**src/rtl/lcd_host_if.sv**
```systemverilog
// Signal bundle between lcd_host and its surroundings: image write port, op handshake,
// display-controller link and result-buffer read port.
interface lcd_host_if;
    logic       img_we;
    logic [5:0] img_addr;
    logic [7:0] img_wdata;

    logic       op_valid;
    logic [2:0] op_cmd;
    logic       op_ready;

    logic [2:0] lcd_cmd;
    logic       lcd_cmd_valid;
    logic [7:0] lcd_datain;
    logic       lcd_busy;
    logic       lcd_output_valid;
    logic [7:0] lcd_dataout;

    logic [3:0] res_addr;
    logic [7:0] res_rdata;
    logic       res_done;
    logic       err_timeout;

    modport slave (
        input  img_we, img_addr, img_wdata, op_valid, op_cmd,
               lcd_busy, lcd_output_valid, lcd_dataout, res_addr,
        output op_ready, lcd_cmd, lcd_cmd_valid, lcd_datain,
               res_rdata, res_done, err_timeout
    );

    modport master (
        output img_we, img_addr, img_wdata, op_valid, op_cmd,
               lcd_busy, lcd_output_valid, lcd_dataout, res_addr,
        input  op_ready, lcd_cmd, lcd_cmd_valid, lcd_datain,
               res_rdata, res_done, err_timeout
    );
endinterface

```
**src/rtl/lcd_host.sv**
```systemverilog
// Host sequencer for an LCD controller: issues one command per op, streams the 8x8 image
// on load, then captures a 16-pixel result window with a no-response timeout.
module lcd_host (
    input  logic      clk,
    input  logic      reset,
    lcd_host_if.slave bus
);
    typedef enum logic [2:0] {
        IDLE, WAIT_RDY, ISSUE, STREAM, CAPTURE, FINISH
    } state_e;

    localparam logic [2:0] CMD_LOAD = 3'd1;

    state_e     state_q, state_d;
    logic [2:0] cmd_q, cmd_d;
    logic [5:0] kcnt_q, kcnt_d;
    logic [3:0] wcnt_q, wcnt_d;
    logic       full_q, full_d;
    logic [7:0] tcnt_q, tcnt_d;
    logic       err_q, err_d;
    logic       capture;

    logic [7:0] img_mem [64];
    logic [7:0] res_mem [16];

    // full_q guards against wcnt wrapping if all 16 pixels arrive while still streaming.
    assign capture = !reset && bus.lcd_output_valid && !full_q &&
                     (state_q == STREAM || state_q == CAPTURE);

    // NOTE: both memories are deliberately left out of reset; their contents must survive it.
    always_ff @(posedge clk) begin
        if (bus.img_we) img_mem[bus.img_addr] <= bus.img_wdata;
        if (capture)    res_mem[wcnt_q]       <= bus.lcd_dataout;
    end

    // NOTE: sequential state is updated with non-blocking assignments only.
    always_ff @(posedge clk) begin
        if (reset) begin
            state_q <= IDLE;
            cmd_q   <= '0;
            kcnt_q  <= '0;
            wcnt_q  <= '0;
            full_q  <= 1'b0;
            tcnt_q  <= '0;
            err_q   <= 1'b0;
        end else begin
            state_q <= state_d;
            cmd_q   <= cmd_d;
            kcnt_q  <= kcnt_d;
            wcnt_q  <= wcnt_d;
            full_q  <= full_d;
            tcnt_q  <= tcnt_d;
            err_q   <= err_d;
        end
    end

    // NOTE: every next-state value gets a default first so no latch is inferred.
    always_comb begin
        state_d = state_q;
        cmd_d   = cmd_q;
        kcnt_d  = kcnt_q;
        wcnt_d  = wcnt_q;
        full_d  = full_q;
        tcnt_d  = tcnt_q;
        err_d   = err_q;

        if (capture) begin
            wcnt_d = wcnt_q + 4'd1;
            if (wcnt_q == 4'd15) full_d = 1'b1;
        end

        unique case (state_q)
            IDLE: begin
                if (bus.op_valid) begin
                    cmd_d   = bus.op_cmd;
                    wcnt_d  = '0;
                    full_d  = 1'b0;
                    err_d   = 1'b0;
                    state_d = WAIT_RDY;
                end
            end
            WAIT_RDY: begin
                if (!bus.lcd_busy) state_d = ISSUE;
            end
            ISSUE: begin
                kcnt_d  = '0;
                tcnt_d  = '0;
                state_d = (cmd_q == CMD_LOAD) ? STREAM : CAPTURE;
            end
            STREAM: begin
                kcnt_d = kcnt_q + 6'd1;
                tcnt_d = '0;
                if (kcnt_q == 6'd63) state_d = CAPTURE;
            end
            CAPTURE: begin
                if (full_d) begin
                    state_d = FINISH;
                end else if (!bus.lcd_output_valid) begin
                    // The 255th idle capture cycle aborts the op without a done pulse.
                    tcnt_d = tcnt_q + 8'd1;
                    if (tcnt_q == 8'd254) begin
                        err_d   = 1'b1;
                        state_d = IDLE;
                    end
                end
            end
            FINISH: begin
                state_d = IDLE;
            end
            default: begin
                state_d = IDLE;
            end
        endcase
    end

    assign bus.op_ready      = (state_q == IDLE);
    assign bus.lcd_cmd_valid = (state_q == ISSUE);
    assign bus.lcd_cmd       = (state_q == ISSUE) ? cmd_q : 3'd0;
    assign bus.res_done      = (state_q == FINISH);
    assign bus.err_timeout   = err_q;
    assign bus.res_rdata     = res_mem[bus.res_addr];

    always_comb begin
        bus.lcd_datain = '0;
        if (state_q == ISSUE && cmd_q == CMD_LOAD) begin
            bus.lcd_datain = img_mem[0];
        end else if (state_q == STREAM) begin
            bus.lcd_datain = img_mem[kcnt_q];
        end
    end
endmodule

```
**src/flat_wrapper.sv**
```systemverilog
// flat-port wrapper written by rule: the top's interface ports become plain ports
module lcd_host_flat 
  (clk, reset, bus_img_we, bus_img_addr, bus_img_wdata, bus_op_valid, bus_op_cmd, bus_lcd_busy, bus_lcd_output_valid, bus_lcd_dataout, bus_res_addr, bus_op_ready, bus_lcd_cmd, bus_lcd_cmd_valid, bus_lcd_datain, bus_res_rdata, bus_res_done, bus_err_timeout);
  lcd_host_if bus_i ();
  input  logic clk;
  input  logic reset;
  input wire logic [$bits(bus_i.img_we)-1:0] bus_img_we;
  input wire logic [$bits(bus_i.img_addr)-1:0] bus_img_addr;
  input wire logic [$bits(bus_i.img_wdata)-1:0] bus_img_wdata;
  input wire logic [$bits(bus_i.op_valid)-1:0] bus_op_valid;
  input wire logic [$bits(bus_i.op_cmd)-1:0] bus_op_cmd;
  input wire logic [$bits(bus_i.lcd_busy)-1:0] bus_lcd_busy;
  input wire logic [$bits(bus_i.lcd_output_valid)-1:0] bus_lcd_output_valid;
  input wire logic [$bits(bus_i.lcd_dataout)-1:0] bus_lcd_dataout;
  input wire logic [$bits(bus_i.res_addr)-1:0] bus_res_addr;
  output wire logic [$bits(bus_i.op_ready)-1:0] bus_op_ready;
  output wire logic [$bits(bus_i.lcd_cmd)-1:0] bus_lcd_cmd;
  output wire logic [$bits(bus_i.lcd_cmd_valid)-1:0] bus_lcd_cmd_valid;
  output wire logic [$bits(bus_i.lcd_datain)-1:0] bus_lcd_datain;
  output wire logic [$bits(bus_i.res_rdata)-1:0] bus_res_rdata;
  output wire logic [$bits(bus_i.res_done)-1:0] bus_res_done;
  output wire logic [$bits(bus_i.err_timeout)-1:0] bus_err_timeout;
  assign bus_i.img_we = bus_img_we;
  assign bus_i.img_addr = bus_img_addr;
  assign bus_i.img_wdata = bus_img_wdata;
  assign bus_i.op_valid = bus_op_valid;
  assign bus_i.op_cmd = bus_op_cmd;
  assign bus_i.lcd_busy = bus_lcd_busy;
  assign bus_i.lcd_output_valid = bus_lcd_output_valid;
  assign bus_i.lcd_dataout = bus_lcd_dataout;
  assign bus_i.res_addr = bus_res_addr;
  assign bus_op_ready = bus_i.op_ready;
  assign bus_lcd_cmd = bus_i.lcd_cmd;
  assign bus_lcd_cmd_valid = bus_i.lcd_cmd_valid;
  assign bus_lcd_datain = bus_i.lcd_datain;
  assign bus_res_rdata = bus_i.res_rdata;
  assign bus_res_done = bus_i.res_done;
  assign bus_err_timeout = bus_i.err_timeout;
  lcd_host u_core (.clk(clk), .reset(reset), .bus(bus_i));
endmodule
```
**config.mk**
```make
export PLATFORM = sky130hd
export DESIGN_NAME = lcd_host_flat
export DESIGN_NICKNAME = d
export VERILOG_FILES = /design/src/rtl/lcd_host_if.sv /design/src/rtl/lcd_host.sv /design/src/flat_wrapper.sv
export SDC_FILE = /design/constraint.sdc
export NUM_CORES = 1
export LEC_CHECK = 0
export BUFFER_PORTS_ARGS = -buffer_cell sky130_fd_sc_hd__buf_4
export CAP_MARGIN = 30
export CORE_MARGIN = 4
export CORE_UTILIZATION = 30
export CTS_CLUSTER_SIZE = 20
export DETAILED_ROUTE_END_ITERATION = 6
export PLACE_DENSITY_LB_ADDON = 0.05
export SYNTH_ARGS = -nofsm -noshare
export SYNTH_HDL_FRONTEND = slang
export SYNTH_SLANG_ARGS = --single-unit
```
**constraint.sdc**
```tcl
create_clock -name clk -period 5.1 [get_ports clk]
set_input_delay 0.51 -clock clk [delete_from_list [all_inputs] [get_ports clk]]
set_output_delay 0.51 -clock clk [all_outputs]
set_load 0.1 [all_outputs]
```
# Yosys cells after proc, flatten, opt, wreduce, memory -nomap -nowiden
# Memories as Yosys holds them, arrays and structs flattened. A register that Yosys moved wholly into a read port is not among the register bits.
# Index checks and enable logic that the tools add are counted.
# word_totals
register_bits,26
ramBits,640
in_bits,35
out_inout_bits,23
word_cells,78
n_memories,2
# classes
addsub,3
eq_ne,17
muxes,33
reduce_logical,16
# mem_list
memory,depth,width,read_ports,rd_clocked_by_memory_dff,wr,line_no,rtl
u_core.img_mem,64,8,2,1,1,lcd_host.sv:23,logic [7:0] img_mem [64];
u_core.res_mem,16,8,1,0,1,lcd_host.sv:24,logic [7:0] res_mem [16];
# ops
operator,count
8-bit 2-to-1 mux,4
3-bit 2-to-1 mux,8
8-bit one-hot mux with 2 select lines,1
3-bit one-hot mux with 5 select lines,1
1-bit 2-to-1 mux,12
4-bit 2-to-1 mux,3
6-bit 2-to-1 mux,2
2-bit inequality test (second input constant),6
6-bit one-hot mux with 2 select lines,1
5-bit AND reduction,2
8-bit by 1-bit adder with 8-bit output (second input constant),1
8-bit equality test (second input constant),1
6-bit by 1-bit adder with 6-bit output (second input constant),1
3-bit by 1-bit equality test with 1-bit output (second input constant),2
3-bit by 2-bit equality test with 1-bit output (second input constant),2
3-bit equality test (second input constant),2
6-bit equality test (second input constant),1
3-bit inequality test (second input constant),2
2-bit nonzero test,3
4-bit by 1-bit adder with 4-bit output (second input constant),1
4-bit equality test (second input constant),1
1-bit logical AND,4
3-bit zero test,1
3-bit AND reduction,1
other kinds (5),6

# Logic depth before layout (Yosys ltp)
# Gate-level depths: netlist of the first run.
# depth
ltp_word,7
mapped_depth,9
depth_no_buf,6

# Worst setup path after synthesis of the first run
# No wires, ideal clock.
# synth_path
path_kind,reg-to-output
start,register u_core.state_q[1]
end,output bus_lcd_cmd[0]
arrival_time_ps,3134
required_ps,4590
setup_slack_ps,1456
stages_incl_launch_ff,6
path_buffers,2
path_cell_list,dfxtp_1 -> buf_2 -> nand2b_1 -> clkbuf_1 -> nor2_1 -> and2_1
# synth_via
elab_chain_len,2
# synth_rtl
item,line_no,rtl
from (decl),lcd_host.sv:14,"state_e state_q, state_d;"
from (signal assigned),lcd_host.sv:47,state_q <= state_d;
3-bit by 2-bit equality test with 1-bit output,-,
via bus_lcd_cmd_valid,flat_wrapper.sv:18,output wire logic [$bits(bus_i.lcd_cmd_valid)-1:0] bus_lcd_cmd_valid;
3-bit 2-to-1 mux,lcd_host.sv:118,assign bus.lcd_cmd = (state_q == ISSUE) ? cmd_q : 3'd0;
to (decl),flat_wrapper.sv:17,output wire logic [$bits(bus_i.lcd_cmd)-1:0] bus_lcd_cmd;
# The timed path passes the listed nets, and every way through them passes these cells.

==> summary.txt, run 1 <==
Outcome
  • Outcome: completed

Cells and area
  • Post-Route Utilization: 35.5%
  • Finished layout cell area: about 0.031 mm²
  • Area growth syn-to-layout: 16.9%
  • Fin cells: roughly 2700
  • Ratio of cells with drive above 1 in the final layout: a little over a quarter
  • Nets: 1479

Yosys
  • Synth Area in Compound Gates: 1.71%
  • Asr flop ratio synth: 0%
  • Area share of the largest cell type after synthesis: 72.8%
  • Count leader, synth: edfxtp_1
  • Synth warn: 0
  • Synth Net Count: 1361
  • Area contributors post-synth: edfxtp_1, mux4_2, mux2i_1
  • Area share of fa/ha/maj cells after synthesis: 0.332%
  • Post-synth EDFFs: between 600 and 700
  • Top_reg_cell synth: edfxtp_1
  • Synth Register Bits: 672
  • Synth Cell Area: ~0.026 mm²
  • Seq/Total Area, Yosys: 75.2%
  • Post-Syn Instances: 1319
  • Post-Synth XOR/XNOR Area: less than 1%
  • Post-synth cell types: 48
  • Fraction of synthesized area in multiplexers: between 10% and 20%
  • Top cells by count, synth: edfxtp_1, mux4_2, nor2_1
  • Main combinational cell family by area after synthesis: multiplexers
  • Cell taking the most area after synthesis: edfxtp_1
  • Mapped Avg Cell Area: 20.0 µm²
  • Simple-Gate Fraction of Synth Area: 4.47%

Placed design
  • Placed cells: 2507
  • DP Wirelength: between 40000 and 50000 µm
  • Port Buffers: 57
  • Post-DP Area: 0.0284 mm²
  • Gpl congestion: about 0.72

CTS
  • Maximum buffer depth of the clock tree: 3
  • Worst-path clk slew: 60 ps
  • Sink Count: approximately 670
  • Worst skew pair latency: 620 ps
  • Post-CTS Setup Bufs: 0
  • # resized after CTS: 0
  • Root Driver: clkbuf_16
  • Quantity of hold-fixing buffers added after cts: 0
  • TritonCTS buffer count: 80
  • H-tree level count: 3
  • CTS tree: done

Critical path
  • RR Startpoint: u_core.full_q
  • Crit-path max FO: 31
  • R2R Setup Slk: 2550 ps
  • Critical path required time: ~4600 ps
  • Crit Reg-Reg Endpoint: u_core.res_mem[13][4]
  • Worst reg2reg path depth: 4
  • CP arrival: ~3700 ps
  • Critical path class: reg -> out
  • Crit path capture type: output port
  • CP Launch Type: flip-flop

Global route
  • Total GRT Usage: about 15%
  • Met1 Use GR: 21.4%
  • First-pass GRT wire length: 101000 µm
  • Gr busiest metal: met2
  • Initial antenna violation count: 3
  • GR met3 Demand/Resource: under 10%
  • Grt met2 use: 23.7%
  • Overflow after GRT: 0
  • Vias in the first global route: around 14000
  • Pin count of the biggest net entering global routing: 65

Die
  • Die H: 305 µm
  • Starting Density: between 30 and 40%
  • Die area: roughly 0.093 mm²
  • Cell row count: ~110
  • # IOs: 58
  • Die width: 305 µm
  • Core Area: about 0.087 mm²

Hold path
  • Hold Crit Start: bus_op_cmd[2]
  • Type of the worst min-delay path: in -> reg
  • WHS Path Cells: 3
  • Hold Path Sink: u_core.cmd_q[2]

Timing
  • Worst slew pin tran: 988 ps
  • Slew headroom: 33.9%
  • Setup violators final: 0
  • Period utilization: 83.0%
  • Worst hold slack: 136 ps
  • Slew Limit Fails: 0
  • Setup TNS: 0 ps
  • Final hold vios: 0
  • Minimum clock period: 4230 ps
  • Peak Freq: approximately 240 MHz
  • Final Skew: roughly 11 ps
  • RSZ-0062 raised after global routing: no

Drt
  • Via count: 12779
  • Total Wirelength: 69500 µm
  • Residual DRC: 0
  • Initial DRC Count: 915
  • Post-route ant nets: 0
  • Drt via density: 4.81
  • DR pass1 iterations: 5
  • WL/cell: about 26 µm

Pwr
  • Max VDD drop: 0.243 mV
  • Leak Pwr: 9.37 nW
  • PD cells: 384 mW/mm²

Job
  • Maxcap violations: 0
==> report_power, final <==
group | leakage, nW | internal [mW] | total, mW | switching (mW)
clock | 1.22 | 3.19 | 5.43 | 2.24
sequential | 6.02 | 6.07 | 6.09 | 0.0159
combinational | 2.13 | 0.0927 | 0.352 | 0.259
==> metal layers <==
metal	wire, µm	vias up
li1	-	5626
met1	33000	6798
met2	32500	255
met3	2540	100
met4	1460	0
met5	0	-
==> final cells by class <==
cell class / instances / area (µm²)
fillers: 8203 / 56100
flip-flops and latches: 672 / 19900
multi-input cells: 577 / 6220
clock buffers: 104 / 2170
well taps: 1155 / 1450
repair buffers: 103 / 870
clock inverters: 41 / 300
inverters: 3 / 11.3
diodes: 2 / 5.00
==> metrics by stage <==
| stage | worst slack [ps] | total power [mW] |
|---|---|---|
| CTS | 749 | 12.0 |
| global route | 665 | 12.3 |
| finish | 869 | 11.9 |
| global placement | 1380 | 6.56 |
| detailed placement | 1430 | 6.57 |
| floorplan | 1460 | 6.38 |
==> how the worst max path moves through the flow <==
stage	from	to	slack, ps	depth (start not counted)
after floorplan	u_core.state_q[1]	bus_lcd_cmd[0]	1460	5
after global placement	flip-flop	bus_lcd_datain[4]	1380	7
after detailed placement	flip-flop	bus_lcd_datain[4]	1430	7
after CTS	flip-flop	bus_lcd_datain[4]	750	7
after global routing	flip-flop	bus_lcd_datain[4]	670	7
final	flip-flop	bus_lcd_datain[4]	870	7
==> cell families (layout without fill, tap and decap cells) <==
| kind of cell | count (synthesis) | count (layout) |
|---|---|---|
| mux | 243 | 243 |
| other cells | 0 | 2 |
| simple gates | 252 | 252 |
| buf+inv | 70 | 251 |
| fa+ha+maj | 7 | 7 |
| xor+xnor | 9 | 9 |
| flops | 672 | 672 |
| compound gates | 66 | 66 |
==> critical path: stages (launching register included) <==
cell and delay (ps):
dfxtp_4 760, buf_12 350, mux4_2 550, mux2i_1 340
a22oi_1 240, nand4_1 280, nand3_1 220, buf_4 300
==> cells in the final DEF (no fill, tap or decap), drive strengths merged, types with 3 or more instances in the layout <==
cell / synthesis / layout
a21oi: 11 / 11
a22o: 7 / 7
a22oi: 17 / 17
and2: 8 / 8
buf: 40 / 103
bufinv: 0 / 4
clkbuf: 27 / 104
clkinv: 0 / 33
dfxtp: 32 / 32
edfxtp: 640 / 640
ha: 7 / 7
inv: 3 / 7
mux2: 14 / 14
mux2i: 74 / 74
mux4: 155 / 155
nand2: 55 / 55
nand2b: 10 / 10
nand3: 18 / 18
nand4: 20 / 20
nor2: 102 / 102
nor2b: 10 / 10
nor3: 11 / 11
nor3b: 4 / 4
o21ai: 15 / 15
o22ai: 7 / 7
xnor2: 3 / 3
xor2: 6 / 6
==> flip-flops by register name, indices dropped and copies added (netlist names), named ones only <==
name,cells
u_core.bus.err_timeout,1
u_core.cmd_q,3
u_core.full_q,1
u_core.img_mem,512
u_core.kcnt_q,6
u_core.res_mem,128
u_core.state_q,3
u_core.tcnt_q,8
u_core.wcnt_q,4
No activity file was read; power rests on OpenSTA's default activity.
==> inputs of run 2 (changes only) <==
==> constraint.sdc (replaced) <==
create_clock -name clk -period 3.39 [get_ports clk]
set_input_delay 0.339 -clock clk [delete_from_list [all_inputs] [get_ports clk]]
set_output_delay 0.339 -clock clk [all_outputs]
set_load 0.1 [all_outputs]
==> run 2 against run 1 <==
- clock skew grew 2.8 ps
- cell count increased by 3.8%
- sequential power up 50%
- global-route usage up 0.16 points
- worst setup slack got worse by 820 ps
- non-clock buffer count increased by 111
==> summary.txt, run 2 (synthesis results as in run 1) <==
Outcome
  • Outcome: completed

Placed design
  • Port Buffers: 57
  • Gpl congestion: around 0.73
  • Placed cells: 2589
  • DP Wirelength: 44800 µm

Critical path
  • Crit path capture type: output port
  • Worst reg2reg path depth: 5
  • Sequence of cells on the critical path: buf_12, buf_12, mux4_2, mux4_2, nor2_1, o211ai_1, buf_6
  • Crit-path max FO: 7
  • Critical path class: reg -> out
  • Critical Path Max Stage Delay: roughly 500 ps
  • R2R Setup Slk: between 1000 and 1500 ps
  • CP arrival: 3000 ps
  • Critical path required time: 3050 ps
  • CP max stage cell: mux4_2
  • Crit Reg-Reg Endpoint: u_core.res_mem[1][0]
  • RR Startpoint: u_core.full_q
  • CP Launch Type: flip-flop

Global route
  • Pin count of the biggest net entering global routing: 65
  • Total GRT Usage: 15.1%
  • Initial antenna violation count: 3
  • Overflow after GRT: 0
  • Vias in the first global route: 13993
  • First-pass GRT wire length: 102000 µm

Drt
  • Residual DRC: 0
  • DR pass1 iterations: 5
  • Post-route ant nets: 0
  • Via count: 13237
  • Initial DRC Count: 868
  • Drt via density: 4.80
  • WL/cell: 25.6 µm
  • Total Wirelength: between 70000 and 80000 µm

Die
  • Core Area: 0.0870 mm²
  • Die width: about 300 µm
  • Cell row count: 108
  • # IOs: 58
  • Die area: roughly 0.093 mm²
  • Starting Density: a little under a third
  • Die H: 305 µm

CTS
  • Worst skew pair latency: around 610 ps
  • TritonCTS buffer count: 78
  • H-tree level count: 3
  • Root Driver: clkbuf_16
  • Maximum buffer depth of the clock tree: 3
  • Worst-path clk slew: 60 ps
  • CTS tree: done
  • Sink Count: 672

Cells and area
  • Commonest non-fill, non-tap cells in the layout: edfxtp_1, buf_4, mux4_2
  • Post-Route Utilization: 36.8%
  • Fill cells: slightly above 8000
  • Leading cell type in the layout, fill and taps excluded: edfxtp_1
  • Largest register by flop count: u_core.img_mem
  • Nets: 1588
  • Largest regs: u_core.img_mem (512), u_core.res_mem (128), u_core.tcnt_q (8)
  • Area growth syn-to-layout: 21.4%
  • Ratio of cells with drive above 1 in the final layout: 32.4%
  • Fin cells: 2758
  • Max reg flops: 512

Hold path
  • WHS Path Cells: 1
  • Hold Crit Start: bus_lcd_dataout[6]
  • Type of the worst min-delay path: in -> reg
  • Hold Path Sink: u_core.res_mem[1][6]

Pwr
  • Leak Pwr: 10.0 nW
  • Max VDD drop: ~0.42 mV
  • PD cells: 550 mW/mm²

Timing
  • Worst slew pin tran: between 900 and 1000 ps
  • Final hold vios: 0
  • Slew headroom: 35.3%
  • Setup TNS: 0 ps
  • Minimum clock period: 3340 ps
  • Final Skew: about 14 ps
  • Setup violators final: 0
  • Peak Freq: 299 MHz
  • Period utilization: 98.6%
  • Slew Limit Fails: 0
  • RSZ-0062 raised after global routing: yes

Job
  • Maxcap violations: 0
run 2: per-stage QoR:
step / area [µm²] / total power, mW / worst slack, ps / hold WS (ps)
detailed placement: 29000 / 9.89 / 106 / 476
global placement: 29000 / 9.88 / 62.3 / 462
floorplan: 26400 / 9.60 / 224 / 438
CTS: 31700 / 17.9 / -17.8 / 4.69
finish: 32100 / 17.6 / 46.9 / 43.3
global route: 32100 / 18.3 / -41.8 / 35.0
run 2: how the worst max path moves through the flow:
stage                          from                end  cells after the start
after detailed placement  flip-flop  bus_lcd_datain[0]                      8
after floorplan           flip-flop  bus_lcd_datain[3]                      9
final                     flip-flop  bus_lcd_datain[3]                      7
after CTS                 flip-flop  bus_lcd_datain[0]                      7
after global placement    flip-flop  bus_lcd_datain[0]                      8
after global routing      flip-flop  bus_lcd_datain[3]                      7
run 2: layout make-up:
cell class | instances | area (µm²) | area share (%)
inverters | 3 | 11.3 | 0.0351
clock inverters | 35 | 302 | 0.941
repair buffers | 214 | 1990 | 6.22
diodes | 1 | 2.50 | 0.00781
clock buffers | 101 | 2080 | 6.49
flip-flops and latches | 672 | 19900 | 62.0
well taps | 1155 | 1450 | 4.51
multi-input cells | 577 | 6350 | 19.8
run 2: what timing repair did:
action / 4_1_cts / 5_1_grt
buffers inserted: 6 / 18
hold buffers: 5 / 0
pin swaps: 6 / 10
hold endpoints to repair: 6 / 0
gates resized for setup: 34 / 30
endpoints found under the setup margin: 8 / 8
cloned: 2 / 1
run 2: report_power, final:
group	internal (mW)	switching (mW)	total, mW
Combinational	0.160	0.400	0.560
Clock	4.63	3.30	7.94
Sequential	9.13	0.0172	9.15
Total	13.9	3.72	17.6
run 2: worst max-delay path, delay by kind of cell (launching register included):
kind	cells	cell delay, ps
simple gates	1	110
buf+inv	3	600
compound gates	1	250
mux	2	960
flops	1	490
run 2: layer usage:
| metal | vias up | wire (µm) | global-route usage (%) |
|---|---|---|---|
| met2 | 246 | 33400 | 24.1 |
| met5 | - | 0 | 0 |
| met3 | 90 | 2590 | 2.65 |
| met4 | 0 | 1390 | 3.89 |
| met1 | 7049 | 33300 | 21.4 |
| li1 | 5852 | - | - |
==> inputs of run 3 (changes only) <==
--- a/config.mk
+++ b/config.mk
@@ -5,12 +5,12 @@
 export SDC_FILE = /design/constraint.sdc
 export NUM_CORES = 1
 export LEC_CHECK = 0
-export BUFFER_PORTS_ARGS = -buffer_cell sky130_fd_sc_hd__buf_4
 export CAP_MARGIN = 30
 export CORE_MARGIN = 4
 export CORE_UTILIZATION = 30
 export CTS_CLUSTER_SIZE = 20
 export DETAILED_ROUTE_END_ITERATION = 6
+export DONT_BUFFER_PORTS = 1
 export PLACE_DENSITY_LB_ADDON = 0.05
 export SYNTH_ARGS = -nofsm -noshare
 export SYNTH_HDL_FRONTEND = slang
==> run 3 against run 2 <==
- clock-buffer cell count down 8
- maximum frequency up 1.9%
- sequential power about the same
- global-route usage about the same
- combinational power down 8.8%
- die area unchanged
- cell count down 1.1%
- register-to-register slack worse by 60 ps
==> summary.txt, run 3 (synthesis results as in run 1) <==
Critical path
  • Crit-path max FO: 47
  • Sequence of cells on the critical path: buf_16, mux4_2, mux4_2, nor2_2, o211ai_1, clkbuf_16
  • Critical path required time: 3050 ps
  • Critical Path Max Stage Delay: 500 ps
  • Crit Reg-Reg Endpoint: u_core.bus.err_timeout
  • Most frequent CP cell: mux4_2
  • Crit path capture type: output port
  • Buf/Inv on CP: 2
  • Worst reg2reg path depth: 6
  • Critical path class: reg -> out
  • RR Startpoint: u_core.state_q[2]
  • CP Launch Type: flip-flop
  • R2R Setup Slk: 1180 ps
  • CP arrival: between 2000 and 3000 ps
  • CP max stage cell: dfxtp_4
  • Delay-heaviest family, CP: multiplexers

Pwr
  • Internal power: 13.7 mW
  • Combinational power share: 2.9%
  • Max VDD drop: 0.327 mV
  • Psw: 3.67 mW
  • PD cells: 545 mW/mm²
  • Share of power burned in registers: 52.7%
  • Clock power frac: around 44%
  • Power, Total: 17.4 mW
  • Leak Pwr: around 9.9 nW
  • Switch share: 21.1%

Hold path
  • Hold Path Sink: u_core.tcnt_q[1]
  • Type of the worst min-delay path: in -> reg
  • WHS Path Cells: 3
  • Hold Crit Start: bus_lcd_output_valid

CTS
  • Root Driver: clkbuf_16
  • Sink Count: roughly 670
  • CTS tree: done
  • H-tree level count: 3
  • Worst skew pair latency: 610 ps
  • Maximum buffer depth of the clock tree: 3
  • Worst-path clk slew: 60 ps
  • TritonCTS buffer count: 78

Drt
  • WL/cell: roughly 26 µm
  • Drt via density: just under 5
  • Via count: ~13000
  • Initial DRC Count: 848
  • Residual DRC: 0
  • Total Wirelength: 70700 µm
  • DR pass1 iterations: 6
  • Post-route ant nets: 0

Cells and area
  • Largest register by flop count: u_core.img_mem
  • Nets: 1553
  • Fill cells: 8091
  • Finished layout cell area: about 0.032 mm²
  • Fin cells: about 2700
  • Ratio of cells with drive above 1 in the final layout: a little under a third
  • Max reg flops: 512
  • N_diodes: 0
  • Largest regs: u_core.img_mem (512), u_core.res_mem (128), u_core.tcnt_q (8)
  • Post-Route Utilization: between 30% and 40%
  • Leading cell type in the layout, fill and taps excluded: edfxtp_1
  • Area growth syn-to-layout: 20.7%
  • Commonest non-fill, non-tap cells in the layout: edfxtp_1, mux4_2, buf_4

Placed design
  • Port Buffers: 0
  • Gpl congestion: a little over 0.7
  • Placed cells: 2529
  • Post-Place Setup Slack: ~380 ps
  • DP Wirelength: between 40000 and 50000 µm
  • Post-DP Area: 0.0286 mm²

Global route
  • Vias in the first global route: ~14000
  • Pin count of the biggest net entering global routing: 65
  • First-pass GRT wire length: 102000 µm
  • Overflow after GRT: 0
  • Initial antenna violation count: 1
  • Total GRT Usage: 15.1%

Timing
  • Slew headroom: 33.5%
  • Peak Freq: roughly 300 MHz
  • RSZ-0062 raised after global routing: yes
  • Setup violators final: 0
  • Final hold vios: 0
  • Worst slew pin tran: 1000 ps
  • Slew Limit Fails: 0
  • Final Skew: 13.0 ps
  • Minimum clock period: 3280 ps
  • Period utilization: 96.8%
  • Min setup slack post-route: 110 ps

Die
  • Core Area: 0.0870 mm²
  • Die H: slightly above 300 µm
  • Die width: between 300 and 400 µm
  • Cell row count: between 100 and 150
  • Die area: 0.0929 mm²
  • # IOs: just under 60
  • Starting Density: 30.4%

Outcome
  • Outcome: completed

Job
  • Maxcap violations: 0
## run 3: cell count changes in the layout (fill, tap and decap cells not counted), sizes merged
cell,change
inv,+1
bufinv,-2
dlygate4sd3,+8
buf,-44
clkinvlp,+1
diode,-1
clkinv,+13
clkbuf,-6
bufbuf,-1
## run 3: metal layers
layer	vias to the layer above	track usage [%]	part of all wire [%]
li1	5786	-	-
met1	7004	21.1	46
met2	239	24.6	48
met3	100	2.69	3.6
met4	2	3.63	2.1
met5	-	0	0.017
## run 3: final cells by class
cell class | instances | area [µm²] | area share [%]
Sequential cell | 672 | 19900 | 62.3
Multi-Input combinational cell | 577 | 6300 | 19.8
Clock buffer | 93 | 2030 | 6.36
Timing Repair Buffer | 179 | 1930 | 6.05
Tap cell | 1155 | 1450 | 4.53
Clock inverter | 48 | 298 | 0.934
Inverter | 3 | 11.3 | 0.0353
## run 3: worst max path at each step
stage	start	to	slack, ps	cells past startpoint
floorplan	flip-flop	bus_lcd_datain[3]	220	9
global placement	flip-flop	bus_lcd_datain[4]	400	7
detailed placement	flip-flop	bus_lcd_datain[1]	380	7
CTS	flip-flop	bus_lcd_datain[3]	-40	6
global route	flip-flop	bus_lcd_datain[3]	-3	6
finish	flip-flop	bus_lcd_datain[3]	110	6
## run 3: stage by stage
step / hold slack (ps) / setup TNS (ps)
4_1_cts: 2.64 / -40.9
6_report: 54.2 / 0
5_1_grt: 40.6 / -3.13
3_3_place_gp: 412 / 0
2_1_floorplan: 438 / 0
3_5_place_dp: 416 / 0
## run 3: tightest hold or removal path, delay by kind of cell
family             cells  cell delay, ps
muxes                  1             130
and+or+nand+nor        1              70
AOI/OAI and AO/OA      1              90
## run 3: power by group through the flow
stage	clock (mW)	sequential [mW]	combinational [mW]
after floorplan	0	9.32	0.282
after global placement	0	9.32	0.338
after detailed placement	0	9.33	0.338
after CTS	7.97	9.15	0.525
after global routing	8.32	9.15	0.547
final	7.71	9.15	0.511
## run 3: what timing repair did
item | in CTS | in global routing
hold buffers | 21 | 0
setup endpoints to repair | 7 | 7
gates cloned | 2 | 2
buffers inserted | 9 | 24
gates resized for setup | 20 | 16
endpoints found under the hold margin | 665 | 0
pin swaps | 0 | 3
